==> config.mk <==
export PLATFORM = sky130hd
export DESIGN_NAME = imem_loader
export DESIGN_NICKNAME = d
export VERILOG_FILES = /design/src/rtl/imem_loader.sv
export SDC_FILE = /design/constraint.sdc
export NUM_CORES = 1
export LEC_CHECK = 0
export CAP_MARGIN = 20
export CELL_PAD_IN_SITES_DETAIL_PLACEMENT = 1
export CELL_PAD_IN_SITES_GLOBAL_PLACEMENT = 2
export CORE_MARGIN = 1
export CORE_UTILIZATION = 39
export DETAILED_ROUTE_END_ITERATION = 8
export GPL_ROUTABILITY_DRIVEN = 0
export PLACE_DENSITY_LB_ADDON = 0.05
export SLEW_MARGIN = 10
export SYNTH_ARGS = -nofsm -noshare
export SYNTH_HDL_FRONTEND = slang
export SYNTH_SLANG_ARGS = --single-unit
==> constraint.sdc <==
create_clock -name clk -period 4.7 [get_ports clk]
set_input_delay 1.41 -clock clk [delete_from_list [all_inputs] [get_ports clk]]
set_output_delay 1.41 -clock clk [all_outputs]
set_load 0.005 [all_outputs]
==> src/rtl/imem_loader.sv <==
// Boot-time instruction memory loader: byte stream in, word writes out.
// Holds the CPU in reset until a full image has been written.
module imem_loader #(
    parameter int ADDR_W    = 16,
    parameter int MAX_WORDS = 1024
) (
    input  logic              clk,
    input  logic              rst,
    input  logic              start,
    input  logic [7:0]        in_data,
    input  logic              in_valid,
    output logic              in_ready,
    output logic              mem_wEn,
    output logic [ADDR_W-1:0] mem_address,
    output logic [31:0]       mem_write_data,
    output logic              cpu_hold,
    output logic              busy,
    output logic              done,
    output logic              error,
    output logic [15:0]       word_count
);

    typedef enum logic [2:0] {
        IDLE,
        LEN_LO,
        LEN_HI,
        DATA,
        WRITE,
        DONE
    } state_t;

    localparam logic [16:0] MAX_W = 17'(MAX_WORDS);

    state_t      state;
    state_t      state_nx;
    logic [15:0] len_q;
    logic [15:0] word_idx;
    logic [1:0]  byte_idx;
    logic [23:0] asm_q;

    logic              xfer;
    logic [15:0]       len_full;
    logic [15:0]       word_nx;
    logic              too_long;
    logic [ADDR_W-1:0] word_addr;

    assign xfer      = in_valid && in_ready;
    assign len_full  = {in_data, len_q[7:0]};
    assign word_nx   = word_idx + 16'd1;
    assign too_long  = {1'b0, len_full} > MAX_W;
    assign word_addr = ADDR_W'({word_idx, 2'b00});

    always_ff @(posedge clk or negedge rst) begin
        if (!rst) begin
            state <= IDLE;
        end else begin
            state <= state_nx;
        end
    end

    always_comb begin
        state_nx = state;
        unique case (state)
            IDLE: begin
                if (start) state_nx = LEN_LO;
            end
            LEN_LO: begin
                if (xfer) state_nx = LEN_HI;
            end
            LEN_HI: begin
                if (xfer) begin
                    if (len_full == 16'd0) state_nx = DONE;
                    else if (too_long)     state_nx = IDLE;
                    else                   state_nx = DATA;
                end
            end
            DATA: begin
                if (xfer && byte_idx == 2'd3) state_nx = WRITE;
            end
            WRITE: begin
                state_nx = (word_nx == len_q) ? DONE : DATA;
            end
            DONE: begin
                state_nx = IDLE;
            end
            default: state_nx = IDLE;
        endcase
    end

    // Handshake and status decode purely from the state register.
    always_comb begin
        in_ready = 1'b0;
        mem_wEn  = 1'b0;
        done     = 1'b0;
        busy     = (state != IDLE);
        unique case (1'b1)
            (state == LEN_LO),
            (state == LEN_HI),
            (state == DATA):  in_ready = 1'b1;
            (state == WRITE): mem_wEn  = 1'b1;
            (state == DONE):  done     = 1'b1;
            default: ;
        endcase
    end

    always_ff @(posedge clk or negedge rst) begin
        if (!rst) begin
            len_q          <= '0;
            word_idx       <= '0;
            byte_idx       <= '0;
            asm_q          <= '0;
            mem_address    <= '0;
            mem_write_data <= '0;
            cpu_hold       <= 1'b1;
            error          <= 1'b0;
            word_count     <= '0;
        end else begin
            unique case (state)
                IDLE: begin
                    if (start) begin
                        error      <= 1'b0;
                        word_count <= '0;
                        byte_idx   <= '0;
                        word_idx   <= '0;
                        cpu_hold   <= 1'b1;
                    end
                end
                LEN_LO: begin
                    if (xfer) len_q[7:0] <= in_data;
                end
                LEN_HI: begin
                    if (xfer) begin
                        len_q[15:8] <= in_data;
                        if (too_long) error <= 1'b1;
                    end
                end
                DATA: begin
                    if (xfer) begin
                        byte_idx <= byte_idx + 2'd1;
                        unique case (byte_idx)
                            2'd0: asm_q[7:0]   <= in_data;
                            2'd1: asm_q[15:8]  <= in_data;
                            2'd2: asm_q[23:16] <= in_data;
                            default: begin
                                mem_write_data <= {in_data, asm_q};
                                mem_address    <= word_addr;
                            end
                        endcase
                    end
                end
                WRITE: begin
                    word_idx   <= word_nx;
                    word_count <= word_count + 16'd1;
                end
                DONE: begin
                    cpu_hold <= 1'b0;
                end
                default: ;
            endcase
        end
    end

endmodule

==> flow_metrics.tcl, run 1 <==
set metrics [dict create \
    grt_max_degree 77 \
    post_cts.repair.setup_buffers 0 \
    synth.area.top_cells "dfrtp_1, mux2_2, o21ai_0, xnor2_1, nand2_1" \
    synth_enable_flop_cells 0 \
    leading_register_cell_type_out_of_synthesis "dfrtp_1" \
    finalSetupViolCount 0 \
    relSlewSlack_pct 36.9 \
    worst_clock_skew_ns 0.00512 \
    synthArstFlopShare_pct 100 \
    layout_common_cells "dfrtp_1, mux2_2, clkdlybuf4s50_1" \
    max_clock_freq_mhz 287 \
    drt-initial-drc-count 183 \
    cts_buffer_depth 2 \
    floorplan.core_area_sq_um 14500 \
    portBuffers 79 \
    placed_cell_area_sq_um 6730 \
    dp_hpwl_um 9130 \
    syn2layout_area_growth_pct 27.9 \
    viasPerCell 5.36 \
    syn-instance-count 487 \
    worst_ep_required_time_ns 3.29 \
    cts_made_buffers 17 \
    grt_first_pass_wirelength_um 23000 \
    clock_tree.htree_level_count 4 \
    floorplan.die_area_sq_um 15300 \
    syn_avg_cell_area_sq_um 11.8 \
    synth_cell_types 55 \
    dr.pass1.iters 4 \
    final_min_period_over_clock_period_pct 74.2 \
    finalHoldViolCount 0 \
    route.vias.total 4087 \
    peak_supply_drop_mv 0.275 \
    path_clk_slew_ns 0.05 \
    slew_violations 0 \
    setup_repair_after_global_routing_missed_its_margin "no" \
    synth_top_area_cell "dfrtp_1" \
    synthesis.area_sq_um 5770 \
    rows 44 \
    wl_um 14000 \
    grt_pass1_vias 4305 \
    flop_and_latch_count_out_of_synthesis 125 \
    clk_latency_ns 0.41 \
    post-layout-total-power_mw 4.17 \
    grt_antenna_before_repair 0 \
    layout.cells.most_common "dfrtp_1" \
    cts_resized 0 \
    worst-slew-pin-transition_ns 0.946 \
    cts_tree "built" \
    maxcap_viol_count 0 \
    ctsHoldBuffers 0 \
    final_standard_cell_count_with_taps_included_and_fillers_excluded 762 \
    grt.overflow.total 0 \
    ys_warn_count 0 \
    antenna_left 0 \
    cp.arrival_ns 2.08 \
    status "complete, no violations" \
    final_core_utilization_pct 51.0 \
    final_layout_size_suffix_gt1_share_pct 23.9 \
    io-pin-count 82 \
    criticalPathCategory "register to output pin" \
    cp-end-kind "output pin" \
    post_route_drc 0 \
    finalWorstPathRequiredPeriod_ns 3.49 \
    power_dens_cells_nw_per_um2 565 \
    timing.setup.tns_ns 0 \
    die_w_um 124 \
    holdCritPathClass "register to register" \
    die_height_um 124 \
    nets 585 \
    leakage_power_nw 3.22 \
    num_antenna_cells 0 \
    floorplan.initialDensity_pct 39.9 \
    routed_wire_length_per_instance_um 18.4 \
    critical_path.startpoint_type "register" \
    crit_path_max_fanout 13 \
    seq_area_frac_synth_pct 54.2 \
    clockRootBuffer "clkbuf_16" \
    groute.usage.overall_pct 20.1 \
    place.detailed.instances 731 \
    layout.cell_area.non_filler_sq_um 7380 \
    number_of_sinks_handled_by_clock_tree_synthesis 125 \
    synth_top_cell_area_share_pct 53.8 \
]
state kept, by name, summed over array words and instances (netlist names):
signal and flops:
state 3, asm_q 24, error 1, word_idx 16, len_q 16, word_count 16, byte_idx 2, mem_write_data 32
cpu_hold 1, mem_address 14
path summary, 6_finish.rpt:
| check | end | slack (ns) | from | cells past startpoint |
|---|---|---|---|---|
| max in group asynchronous | mem_write_data[23]$_DFFE_PN0P_ | 2.82 | rst | 2 |
| min in group asynchronous | mem_address[11]$_DFFE_PN0P_ | 1.05 | rst | 1 |
| min | cpu_hold$_DFFE_PN1P_ | 0.48 | cpu_hold$_DFFE_PN1P_ | 2 |
| max | mem_wEn | 1.21 | state[0]$_DFFE_PN0P_ | 4 |
| min reg2reg | cpu_hold$_DFFE_PN1P_ | 0.48 | cpu_hold$_DFFE_PN1P_ | 2 |
| max reg2reg | state[1]$_DFFE_PN0P_ | 2.18 | word_idx[0]$_DFFE_PN0P_ | 7 |
critical path, cell delays in order (launching register included):
cell and delay [ns]:
dfrtp_1 0.51, nor2_1 0.37, nand2_1 0.16, inv_1 0.13, clkdlybuf4s50_1 0.50
cells in the mapped netlist, types with 2 or more instances:
| library cell | n |
|---|---|
| nand2_1 | 36 |
| o41ai_1 | 3 |
| xor2_1 | 5 |
| nor3b_2 | 2 |
| nand3_1 | 19 |
| mux2_1 | 2 |
| buf_4 | 2 |
| a31oi_1 | 5 |
| nor2_1 | 25 |
| buf_2 | 10 |
| clkbuf_1 | 10 |
| inv_1 | 5 |
| o31ai_1 | 6 |
| o21ai_0 | 46 |
| nor4_1 | 4 |
| and3_1 | 7 |
| nor3_2 | 3 |
| nand2b_1 | 2 |
| xnor2_1 | 19 |
| nor3_1 | 5 |
| buf_1 | 2 |
| nand4_1 | 10 |
| a21o_1 | 3 |
| a21oi_1 | 6 |
| nor2b_1 | 4 |
| mux2_2 | 85 |
| dfrtp_1 | 124 |
| ha_1 | 7 |
| or3_1 | 4 |
through the flow:
stage          worst slack, ns  hold WS, ns
2_1_floorplan             2.01        0.469
3_3_place_gp              1.07        0.471
3_5_place_dp             0.990        0.476
4_1_cts                   1.18        0.485
5_1_grt                   1.08        0.516
6_report                  1.21        0.481
metal layers:
layer  vias up  track usage [%]  share of wire (%)
met3         9             6.27                4.4
met1      2105             26.0                 47
li1       1901                -                  -
met4         0             5.05               0.94
met5         -                0                  0
met2        72             32.7                 48
report_power, final:
| part | internal [mW] | switching [mW] |
|---|---|---|
| clock network | 0.978 | 0.472 |
| registers | 1.41 | 0.257 |
| logic | 0.659 | 0.388 |
| total | 3.05 | 1.12 |
final cells by class:
class                           instances  area (sq um)
Clock inverter                         11           189
Multi-Input combinational cell        333          2510
Inverter                                5          18.8
Tap cell                              184           230
Fill cell                            1518          7100
Clock buffer                           20           467
Sequential cell                       125          3130
Timing Repair Buffer                   84           838
cell families (layout without fill, tap and decap cells):
| family | after synthesis | count (layout) | synth area share (%) |
|---|---|---|---|
| and+or+nand+nor | 136 | 136 | 13.3 |
| buffers and inverters | 30 | 120 | 2.43 |
| muxes | 88 | 88 | 17.2 |
| AOI/OAI and AO/OA | 76 | 76 | 7.70 |
| DFF | 125 | 125 | 54.2 |
| adders and majority gates | 7 | 7 | 1.52 |
| other | 1 | 2 | 0.0650 |
| xor gates and xnor gates | 24 | 24 | 3.64 |
(Power assumes the default switching activity.)
==> inputs of run 2 (changes only) <==
--- a/config.mk
+++ b/config.mk
@@ -9,7 +9,7 @@
 export CELL_PAD_IN_SITES_DETAIL_PLACEMENT = 1
 export CELL_PAD_IN_SITES_GLOBAL_PLACEMENT = 2
 export CORE_MARGIN = 1
-export CORE_UTILIZATION = 39
+export CORE_UTILIZATION = 33
 export DETAILED_ROUTE_END_ITERATION = 8
 export GPL_ROUTABILITY_DRIVEN = 0
 export PLACE_DENSITY_LB_ADDON = 0.05
==> constraint.sdc (replaced) <==
create_clock -name clk -period 2.9 [get_ports clk]
set_input_delay 0.87 -clock clk [delete_from_list [all_inputs] [get_ports clk]]
set_output_delay 0.87 -clock clk [all_outputs]
set_load 0.005 [all_outputs]
==> run 2 against run 1 <==
Net effect:
- cell area grew 2.8%
- via count grew 2.3%
- worst setup slack lost 0.95 ns
- sequential share of layout area shrank 1.2 points
- clock power grew 57%
- register-to-register slack lost 1.7 ns
- combinational power grew 73%
- highest routed layer unchanged
==> flow_metrics.tcl, run 2 (synthesis gave the netlist of run 1 again) <==
set metrics [dict create \
    grt_antenna_before_repair 0 \
    cts_made_buffers 17 \
    number_of_sinks_handled_by_clock_tree_synthesis 125 \
    cp-end-kind "output pin" \
    setup_slack_ns 0.267 \
    portBuffers 79 \
    wl_um 15200 \
    worst_clock_skew_ns 0.00740 \
    grt_max_degree 59 \
    comb_power_share_pct 27.0 \
    crit-reg2reg-capture "state[1]$_DFFE_PN0P_" \
    ordered_list_of_cells_on_the_worst_path "buf_4, or3_1, clkdlybuf4s50_1" \
    cts_tree "built" \
    ctsHoldBuffers 0 \
    max_clock_freq_mhz 380 \
    num_antenna_cells 0 \
    largest_register_ffs 32 \
    crit_path_max_fanout 12 \
    holdCritPathClass "primary input to asynchronous set/reset pin" \
    floorplan.die_area_sq_um 18000 \
    grt_pass1_vias 4613 \
    pwr-share-seq_pct 39.5 \
    worst-path-buf-inv 2 \
    cts_resized 0 \
    criticalPathCategory "register to output pin" \
    layout.cell_area.non_filler_sq_um 7590 \
    floorplan.core_area_sq_um 16800 \
    slew_violations 0 \
    power_dens_cells_nw_per_um2 890 \
    crit_family "buffers and inverters" \
    registers.top_by_ff_count "mem_write_data" \
    cts_buffer_depth 2 \
    nets 608 \
    r2r_slack_ns 0.53 \
    post_route_drc 0 \
    maxcap_viol_count 0 \
    timing.reg2reg.worst_path_depth 7 \
    groute.usage.overall_pct 18.5 \
    dp_hpwl_um 10400 \
    share_of_total_power_in_the_clock_network_pct 33.5 \
    status "complete, no violations" \
    die_w_um 134 \
    switching_share_pct 28.9 \
    antenna_left 0 \
    final_min_period_over_clock_period_pct 90.8 \
    viasPerCell 5.09 \
    critical_path.startpoint_type "register" \
    grt_first_pass_wirelength_um 25400 \
    setup_repair_after_global_routing_missed_its_margin "no" \
    dr.pass1.iters 4 \
    floorplan.initialDensity_pct 34.3 \
    slowest_stage "clkdlybuf4s50_1" \
    path_clk_slew_ns 0.06 \
    finalHoldViolCount 0 \
    routed_wire_length_per_instance_um 18.4 \
    worst_ep_required_time_ns 2.03 \
    place.detailed.instances 790 \
    peak_supply_drop_mv 0.455 \
    placed_cell_area_sq_um 6960 \
    relSlewSlack_pct 65.9 \
    grt.overflow.total 0 \
    finalSetupViolCount 0 \
    clock_tree.htree_level_count 4 \
    post-layout-total-power_mw 6.75 \
    internal_power_mw 4.80 \
    rows 47 \
    clockRootBuffer "clkbuf_16" \
    power_switching_mw 1.95 \
    route.vias.total 4180 \
    post_cts.repair.setup_buffers 0 \
    final_standard_cell_count_with_taps_included_and_fillers_excluded 822 \
    io-pin-count 82 \
    leakage_power_nw 3.34 \
    syn2layout_area_growth_pct 31.5 \
    die_height_um 134 \
    place_worst_setup_slack_ns 0.244 \
    finalWorstPathRequiredPeriod_ns 2.63 \
    timing.setup.tns_ns 0 \
    slowest_stage_delay_on_critical_path_ns 0.45 \
    layout.cells.most_common "dfrtp_1" \
    top_regs "mem_write_data: 32 flops, asm_q: 24 flops" \
    worst-slew-pin-transition_ns 0.508 \
    r2r_start "word_idx[0]$_DFFE_PN0P_" \
    final_layout_size_suffix_gt1_share_pct 26.7 \
    layout_common_cells "dfrtp_1, mux2_2, clkdlybuf4s50_1" \
    drt-initial-drc-count 245 \
    cp.arrival_ns 1.76 \
    clk_latency_ns 0.42 \
]
## run 2: area by class of cell
| cell class | instances | area (sq um) |
|---|---|---|
| Fill cell | 1798 | 9230 |
| Sequential cell | 125 | 3130 |
| Multi-Input combinational cell | 333 | 2500 |
| Timing Repair Buffer | 107 | 1040 |
| Clock buffer | 17 | 425 |
| Tap cell | 220 | 275 |
| Clock inverter | 15 | 201 |
| Inverter | 5 | 18.8 |
## run 2: layer usage
metal	wire length, um	GRT usage [%]	part of all wire [%]
met1	7250	25.0	48
met2	7210	29.5	48
met3	533	4.38	3.5
met4	161	5.56	1.1
met5	0	0	0
## run 2: how the worst max path moves through the flow
stage                    startpoint                        endpoint  slack [ns]  depth (start not counted)
4_1_cts        state[0]$_DFFE_PN0P_                         mem_wEn        0.23                          4
6_report       state[0]$_DFFE_PN0P_                            busy        0.27                          3
2_1_floorplan              in_valid  mem_write_data[26]$_DFFE_PN0P_        0.75                          5
5_1_grt        state[0]$_DFFE_PN0P_                         mem_wEn        0.18                          4
3_3_place_gp               in_valid           asm_q[17]$_DFFE_PN0P_        0.23                          6
3_5_place_dp               in_valid           asm_q[21]$_DFFE_PN0P_        0.24                          6
## run 2: through the flow
| stage | hold WS (ns) | utilization (%) |
|---|---|---|
| floorplan | 0.469 | - |
| global placement | 0.473 | 41.4 |
| detailed placement | 0.485 | 41.4 |
| CTS | 0.365 | 45.1 |
| global route | 0.387 | 45.1 |
| finish | 0.373 | 45.1 |
## run 2: power groups by stage
| stage | sequential (mW) | combinational [mW] | clock, mW |
|---|---|---|---|
| after floorplan | 2.61 | 0.992 | 0 |
| after global placement | 2.68 | 1.80 | 0 |
| after detailed placement | 2.70 | 1.84 | 0 |
| after CTS | 2.68 | 1.86 | 2.33 |
| after global routing | 2.76 | 2.00 | 2.40 |
| final | 2.67 | 1.82 | 2.27 |
